<file path="config.mk">
export PLATFORM = sky130hd
export DESIGN_NAME = rvj1_dram_arbiter
export DESIGN_NICKNAME = d
export VERILOG_FILES = /design/src/rtl/rvj1_dram_arbiter.sv
export SDC_FILE = /design/constraint.sdc
export NUM_CORES = 1
export LEC_CHECK = 0
export ABC_AREA = 1
export BUFFER_PORTS_ARGS = -buffer_cell sky130_fd_sc_hd__buf_2
export CORE_AREA = 2 2 104 106
export DETAILED_ROUTE_END_ITERATION = 10
export DIE_AREA = 0 0 106 108
export GPL_TIMING_DRIVEN = 0
export PLACE_DENSITY = 0.48
export SETUP_SLACK_MARGIN = 0.1
export SYNTH_ARGS = -nofsm -noshare
export SYNTH_HDL_FRONTEND = slang
export SYNTH_SLANG_ARGS = --single-unit
</file>
<file path="constraint.sdc">
create_clock -name wb_clk_i -period 1.1 [get_ports wb_clk_i]
set_input_delay 0.22 -clock wb_clk_i [delete_from_list [all_inputs] [get_ports wb_clk_i]]
set_output_delay 0.22 -clock wb_clk_i [all_outputs]
set_load 0.005 [all_outputs]
</file>
<file path="src/rtl/rvj1_dram_arbiter.sv">
// Shares the single 1RW data SRAM between the core data port and the Wishbone slave.
// Contention is fixed core priority, or round-robin when RVJ1_DRAM_RR_EN is defined.
module rvj1_dram_arbiter #(
  parameter int ADDR_W = 9
) (
  input  logic              wb_clk_i,
  input  logic              rstn_i,
  input  logic              core_req_i,
  input  logic              core_we_i,
  input  logic [3:0]        core_be_i,
  input  logic [ADDR_W-1:0] core_addr_i,
  input  logic [31:0]       core_wdata_i,
  output logic              core_gnt_o,
  output logic              core_rvalid_o,
  output logic [31:0]       core_rdata_o,
  input  logic              wbs_cyc_i,
  input  logic              wbs_stb_i,
  input  logic              wbs_we_i,
  input  logic [3:0]        wbs_sel_i,
  input  logic [31:0]       wbs_adr_i,
  input  logic [31:0]       wbs_dat_i,
  output logic              wbs_ack_o,
  output logic [31:0]       wbs_dat_o,
  output logic              dram_csb0,
  output logic              dram_web0,
  output logic [3:0]        dram_wmask0,
  output logic [ADDR_W-1:0] dram_addr0,
  output logic [31:0]       dram_din0,
  input  logic [31:0]       dram_dout0
);

  typedef enum logic {WB_IDLE, WB_ACK} wb_state_t;

  wb_state_t wb_state;
  logic      core_rvalid_q;
  logic      core_rd_q;
  logic      wb_rd_q;
  logic      core_req;
  logic      wb_req;
  logic      grant_core;
  logic      grant_wb;
  logic      unused_adr_bits;

  assign unused_adr_bits = ^{wbs_adr_i[31:ADDR_W+2], wbs_adr_i[1:0]};

  // Requests are masked during reset so the macro is deselected immediately.
  assign core_req = core_req_i & rstn_i;
  assign wb_req   = wbs_cyc_i & wbs_stb_i & (wb_state == WB_IDLE) & rstn_i;

`ifdef RVJ1_DRAM_RR_EN
  logic last_wb;

  always_comb begin
    grant_wb   = wb_req & (~core_req | ~last_wb);
    grant_core = core_req & ~grant_wb;
  end
`else
  always_comb begin
    grant_core = core_req;
    grant_wb   = wb_req & ~core_req;
  end
`endif

  always_comb begin
    dram_csb0   = 1'b1;
    dram_web0   = 1'b1;
    dram_wmask0 = 4'h0;
    dram_addr0  = '0;
    dram_din0   = 32'h0;
    if (grant_core) begin
      dram_csb0   = 1'b0;
      dram_web0   = ~core_we_i;
      dram_wmask0 = core_we_i ? core_be_i : 4'h0;
      dram_addr0  = core_addr_i;
      dram_din0   = core_wdata_i;
    end else if (grant_wb) begin
      dram_csb0   = 1'b0;
      dram_web0   = ~wbs_we_i;
      dram_wmask0 = wbs_we_i ? wbs_sel_i : 4'h0;
      dram_addr0  = wbs_adr_i[ADDR_W+1:2];
      dram_din0   = wbs_dat_i;
    end
  end

  always_ff @(posedge wb_clk_i or negedge rstn_i) begin
    if (!rstn_i) begin
      wb_state      <= WB_IDLE;
      wb_rd_q       <= 1'b0;
      core_rvalid_q <= 1'b0;
      core_rd_q     <= 1'b0;
    end else begin
      core_rvalid_q <= grant_core;
      core_rd_q     <= grant_core & ~core_we_i;
      case (wb_state)
        WB_IDLE: begin
          if (grant_wb) begin
            wb_state <= WB_ACK;
            wb_rd_q  <= ~wbs_we_i;
          end
        end
        // The access was already issued, so the ack completes even if cyc drops.
        WB_ACK:  wb_state <= WB_IDLE;
        default: wb_state <= WB_IDLE;
      endcase
    end
  end

`ifdef RVJ1_DRAM_RR_EN
  always_ff @(posedge wb_clk_i or negedge rstn_i) begin
    if (!rstn_i) begin
      last_wb <= 1'b0;
    end else if (core_req & wb_req) begin
      last_wb <= grant_wb;
    end
  end
`endif

  assign core_gnt_o    = grant_core;
  assign core_rvalid_o = core_rvalid_q;
  assign core_rdata_o  = (core_rvalid_q & core_rd_q) ? dram_dout0 : 32'h0;
  assign wbs_ack_o     = (wb_state == WB_ACK);
  assign wbs_dat_o     = ((wb_state == WB_ACK) & wb_rd_q) ? dram_dout0 : 32'h0;

endmodule

</file>
==> reports/qor.txt, run 1 <==
Status - finished with violations
Failing checks - setup timing
WHS Path Cells - 2
Worst-path fanout max - 8
Placement Cell Area - 0.00263 mm^2
# IOs - 266
Root Driver - clkbuf_8
Post-Layout Cell Count - 673
Final hold violation count - 0
Layout cells sized above 1 - 0.633
Crit path from - wbs_ack_o
Worst r2r dst - wb_rd_q
FF-to-FF path depth - 7
Power Total - 1.22 mW
Worst skew pair latency - 0.22 ns
Largest family of logic cells by synthesized area - simple AND/OR/NAND/NOR gates
Post-synth top area share - 0.400
Vias in the first global route - 2247
Slew Viols, Final - 0
Lkg Pwr - 2.25 nW
Synthesized cell area - 0.00123 mm^2
Combinational fraction of design power - 0.605
Final core area utilization - 0.317
VDD IR max - 0.135 mV
Min-Delay Path Class - in2reg
Core area - 0.0102 mm^2
Gpl congestion - 0.709
Switching Fraction - 0.359
Max-slew headroom - 0.868
Final setup margin - -0.525 ns
Seq cells post-synth - 4
First-pass GRT wire length - 10300 um
N_diodes - 0
Bufs on Longest Clock Path - 2
Setup crit end kind - output pin
Synth Area in XOR/XNOR - 0
Die area - 0.0114 mm^2
Most frequent cells in the layout - 238 x buf_2, 105 x nand2_1, 43 x nor2_1
CTS tree - built
Num CTS Buffers - 3
Drt wl/cell - 10.8 um
Rows - 37
Vias - 2551
Reg clk slew, reported paths - 0.03 ns
Simple-Gate Fraction of Synth Area - 0.686
Chip Height - 108 um
GRT Util Overall - 0.112
DR DRC count - 0
Yosys cell types - 14
Initial DRC count - 127
Register area - 100 um^2
RSZ-0062 raised after global routing - true
Commonest non-fill, non-tap cell in the layout - buf_2
Synth Area in Compound Gates - 0.0305
HPWL Detailed - 5780 um
Post-synthesis sequential area ratio - 0.0815
Sw Pwr - 0.439 mW
Post-route ant nets - 0
H-tree lvl count - 1
Routed vias/inst - 3.79
Worst Hold End - core_rd_q
Clk_skew - 0.000600 ns
Die Wd - 106 um
Max Clk Rate - 615 MHz
Total gr overflow - 0
Post-Syn Nets - 429
Synth Instances - 277
Multi-input logic area - 0.00111 mm^2
Area grow syn2layout - 164%
Dpl cells - 655
Clk pwr share - 0.252
Initial Util - 0.120
Worst EP required - 0.88 ns
Final setup viols - 112
Post-synthesis adder-cell area fraction - 0
Internal cell power - 0.786 mW
Flop-to-flop setup slack - 0.01 ns
Largest net degree at the start of global routing - 12
Initial DRT Pass Iterations - 5
Critical Path AT - 1.41 ns
Post-synth top area cell - nand2_1
HP Start - core_we_i
Syn avg cell area - 4.44 um^2
Type of origin of the critical path - flip-flop
Initial antenna violation count - 0
WS Path Type - reg2out
IO Port Bufs - 242
Power per standard cell area - 378 mW/mm^2
Final Cell Area - 0.00324 mm^2
Num Clock Sinks - 4
Min Tclk post-route - 1.63 ns
Synth top area cells - nand2_1 40%, nor2_1 22%, inv_1 12%
Synth warnings - 0
Mux share of post-synthesis cell area - 0
Net count, final - 691
Post-place setup slack - -0.459 ns
Flop pwr share - 0.144
MaxCap Viol Count - 0
Final WL - 7250 um
Fillers - 1140
FF-to-FF Start - wbs_ack_o
Fin crit share - 1.48
Worst-Margin Slew - 0.198 ns
[how the worst max path moves through the flow]
stage / end / slack [ns] / cells after the start
floorplan: dram_addr0[0] / -0.14 / 6
CTS: dram_din0[3] / -0.56 / 8
finish: dram_din0[2] / -0.53 / 8
global placement: dram_din0[2] / -0.45 / 9
detailed placement: dram_din0[2] / -0.46 / 9
global route: dram_din0[25] / -0.62 / 8
[cells by family (layout without fill, tap and decap cells)]
family	count (synthesis)	count (layout)
compound gates	5	5
simple gates	215	215
buf+inv	53	313
flops	4	4
[synthesized netlist by cell type]
| cell type | instances |
|---|---|
| buf_4 | 4 |
| buf_6 | 3 |
| buf_8 | 1 |
| clkbuf_1 | 6 |
| dfrtp_1 | 4 |
| inv_1 | 38 |
| inv_2 | 1 |
| nand2_1 | 131 |
| nand2_2 | 10 |
| nand3_1 | 1 |
| nor2_1 | 71 |
| nor2_2 | 1 |
| nor2_4 | 1 |
| o21bai_1 | 5 |
[sequential cells by signal (all words and copies together), names as in the netlist]
| name | count |
|---|---|
| wbs_ack_o | 1 |
| core_rvalid_o | 1 |
| wb_rd_q | 1 |
| core_rd_q | 1 |
[routing by layer]
metal,vias to the layer above,global-route usage,part of all wire
li1,1309,-,-
met1,1074,0.111,0.34
met2,164,0.241,0.56
met3,4,0.0157,0.093
met4,0,0.0282,0.0069
met5,-,0,0
[timing repair]
| item | CTS | global route |
|---|---|---|
| hold buffers | 1 | 0 |
| endpoints found under the hold margin | 4 | 0 |
| gates cloned | 6 | 1 |
| buffers inserted | 6 | 1 |
| pin swaps | 10 | 11 |
| resized for setup | 59 | 51 |
| setup endpoints to repair | 115 | 116 |
[power by group through the flow]
stage	Clock (mW)	Sequential, mW	Combinational (mW)
global route	0.328	0.178	0.825
finish	0.308	0.176	0.741
global placement	0	0.168	0.608
floorplan	0	0.167	0.225
detailed placement	0	0.168	0.612
CTS	0.321	0.176	0.699
[area by class of cell]
cell class	count	share of cell area
buffer	14	0.0668
clock buffer	3	0.0127
inverter	39	0.0490
multi-input combinational	220	0.343
sequential	4	0.0309
tap	136	0.0525
timing repair buffer	257	0.445
[through the flow]
stage	hold slack, ns	TNS, ns
5_1_grt	0.271	-49.00
3_3_place_gp	0.0525	-27.57
2_1_floorplan	-0.0756	-5.22
4_1_cts	0.258	-42.69
6_report	0.248	-39.53
3_5_place_dp	0.0557	-27.54
[worst max-delay path: stages, from the launching register on]
cell and delay (ns):
dfrtp_1 0.38, nor2_2 0.10, nand2_2 0.08, nor2_4 0.10, buf_12 0.15, buf_8 0.14
nand2_4 0.05, nand2_2 0.07, buf_2 0.11
Power figures use the tool's default switching activity.
==> inputs of run 2 (changes only) <==
==> constraint.sdc (replaced) <==
create_clock -name wb_clk_i -period 1.1 [get_ports wb_clk_i]
set_input_delay 0 -clock wb_clk_i [delete_from_list [all_inputs] [get_ports wb_clk_i]]
set_output_delay 0 -clock wb_clk_i [all_outputs]
set_load 0.005 [all_outputs]
==> run 2 against run 1 <==
Effect of this change:
- register-to-register slack barely moved
- sequential share of layout area decreased by 0.15 points
- cell count is 1.0% higher
- power grew 1.8%
- the flow still finishes with violations (setup timing)
- highest routed layer unchanged
- critical path depth unchanged
==> reports/qor.txt, run 2 (same netlist as run 1, synthesis figures left out) <==
Status - finished with violations
Failing checks - setup timing
Vias in the first global route - 2415 (+7.5%)
CP max stage delay - 0.40 ns (+0.02 ns)
Flop pwr share - 0.145 (about the same)
Hold_ws - 0.0521 ns (-0.196 ns)
Setup crit end kind - output pin
Most frequent cells in the layout - 236 x buf_2, 109 x nand2_1, 38 x inv_1
Slew Viols, Final - 0 (unchanged)
Bufs on Longest Clock Path - 2 (unchanged)
Rows - 37 (unchanged)
Chip Height - 108 um (unchanged)
Final WL - 7840 um (+8.2%)
Worst-path fanout max - 9 (+1)
WS Path Type - reg2out
Initial DRT Pass Iterations - 4 (-1)
GRT Util Overall - 0.116 (+0.00419)
DR DRC count - 0 (unchanged)
Clk pwr share - 0.240 (-0.012)
Switching Fraction - 0.370 (+0.0114)
Routed vias/inst - 3.81 (+0.44%)
Worst-Margin Slew - 0.256 ns (+0.0583 ns)
Vias - 2589 (+1.5%)
Die area - 0.0114 mm^2 (unchanged)
Sw Pwr - 0.461 mW (+5.0%)
Type of origin of the critical path - flip-flop
Worst EP required - 1.10 ns (+0.22 ns)
Commonest non-fill, non-tap cell in the layout - buf_2
Initial antenna violation count - 0 (unchanged)
Multi-input logic area - 0.00123 mm^2 (+11%)
Gpl congestion - 0.747 (+5.4%)
Root Driver - clkbuf_8
RSZ-0062 raised after global routing - true
Layout cells sized above 1 - 0.678 (+0.0446)
Max Clk Rate - 698 MHz (+14%)
Largest net degree at the start of global routing - 12 (unchanged)
Core area - 0.0102 mm^2 (unchanged)
Die Wd - 106 um (unchanged)
Flop-to-flop setup slack - 0.01 ns (about the same)
Final core area utilization - 0.333 (+0.0159)
CP max stage cell - dfrtp_1
VDD IR max - 0.182 mV (+35%)
Post-route ant nets - 0 (unchanged)
Worst Path Buf+Inv - 3 (unchanged)
Fillers - 1116 (-2.1%)
Max-slew headroom - 0.829 (-0.0388)
CTS tree - built
Critical Path AT - 1.43 ns (+0.02 ns)
Combinational fraction of design power - 0.615 (+0.010)
Area grow syn2layout - 177%
Power per standard cell area - 366 mW/mm^2 (-3.1%)
Net count, final - 697 (+0.87%)
Setup TNS - -16.23 ns (+23.30 ns)
Most used cell, CP - nand2_1
Num CTS Buffers - 3 (unchanged)
Final setup margin - -0.332 ns (+0.193 ns)
Lkg Pwr - 2.22 nW (-1.4%)
Post-Layout Cell Count - 680 (+1.0%)
Initial Util - 0.120 (unchanged)
Fin crit share - 1.30 (-0.176)
Worst skew pair latency - 0.21 ns (about the same)
Final hold violation count - 0 (unchanged)
H-tree lvl count - 1 (unchanged)
Initial DRC count - 84 (-34%)
Clk_skew - 0.00124 ns (+0.000642 ns)
Dpl cells - 655 (unchanged)
Internal cell power - 0.786 mW (about the same)
HPWL Detailed - 6070 um (+5.0%)
Min Tclk post-route - 1.43 ns (-0.193 ns)
Register area - 100 um^2 (unchanged)
Drt wl/cell - 11.5 um (+7.1%)
IO Port Bufs - 242 (unchanged)
Reg clk slew, reported paths - 0.03 ns (about the same)
Post-place setup slack - -0.204 ns (+0.255 ns)
Min-Delay Path Class - in2reg
Total gr overflow - 0 (unchanged)
Num Clock Sinks - 4 (unchanged)
Final setup viols - 109 (-2.7%)
First-pass GRT wire length - 10800 um (+5.4%)
Crit path max-delay family - simple AND/OR/NAND/NOR gates
Worst path cell trace - nor2_2 > nand2_2 > nor2_4 > buf_12 > clkbuf_16 > nand2_1 > nand2_1 > buf_2
# IOs - 266 (unchanged)
MaxCap Viol Count - 0 (unchanged)
-- run 2: cell types whose count changed in the layout (fill, tap and decap cells not counted), moves of 2 or more --
cell,delta
nor2_4,+21
nor2_2,+5
buf_6,+9
nand2_4,-5
nand2_2,+2
nand2_1,+4
nor2_1,-26
buf_2,-2
buf_4,+2
clkbuf_8,-2
-- run 2: cell type report --
cell class / count / area share
diodes: 1 / 0.000735
plain buffers: 14 / 0.0617
clock buffers: 3 / 0.0121
inverters: 39 / 0.0430
multi-input cells: 220 / 0.363
flip-flops and latches: 4 / 0.0294
well taps: 136 / 0.0500
repair buffers: 263 / 0.440
-- run 2: worst paths after layout --
path	startpoint	endpoint	cells after the start
setup / recovery	wbs_ack_o	dram_din0[7]	8
hold / removal	core_we_i	core_rd_q	2
setup reg to reg	wbs_ack_o	wbs_ack_o	5
hold reg to reg	wb_rd_q	wb_rd_q	2
max in group asynchronous	rstn_i	core_rvalid_o	2
min in group asynchronous	rstn_i	core_rd_q	2
-- run 2: power by group through the flow --
stage	Clock, mW	Combinational [mW]	Sequential, mW
2_1_floorplan	0	0.221	0.167
6_report	0.300	0.767	0.181
5_1_grt	0.319	0.846	0.182
3_5_place_dp	0	0.612	0.168
3_3_place_gp	0	0.612	0.168
4_1_cts	0.310	0.700	0.177
-- run 2: worst reg2reg max path, stage by stage (launching register included) --
cell	delay, ns
dfrtp_1	0.40
nor2_2	0.10
nand2_2	0.08
nor2_4	0.13
buf_12	0.15
buf_8	0.15
-- run 2: stage by stage --
stage | cell area (um^2) | power, mW
2_1_floorplan | 1230 | 0.387
3_3_place_gp | 2610 | 0.780
3_5_place_dp | 2610 | 0.780
4_1_cts | 3110 | 1.19
5_1_grt | 3400 | 1.35
6_report | 3400 | 1.25
-- run 2: layer usage --
| layer | vias up | track usage | wire length, um |
|---|---|---|---|
| li1 | 1327 | - | - |
| met4 | 0 | 0.0226 | 25 |
| met3 | 2 | 0.0199 | 677 |
| met5 | - | 0 | 0 |
| met2 | 158 | 0.261 | 4490 |
| met1 | 1102 | 0.107 | 2640 |
-- run 2: what timing repair did --
item / CTS / global route
resized for setup: 82 / 76
cloned: 7 / 2
endpoints found under the setup margin: 111 / 113
pin swaps: 9 / 4
endpoints found under the hold margin: 4 / 0
buffers inserted: 9 / 4
hold buffers: 1 / 0
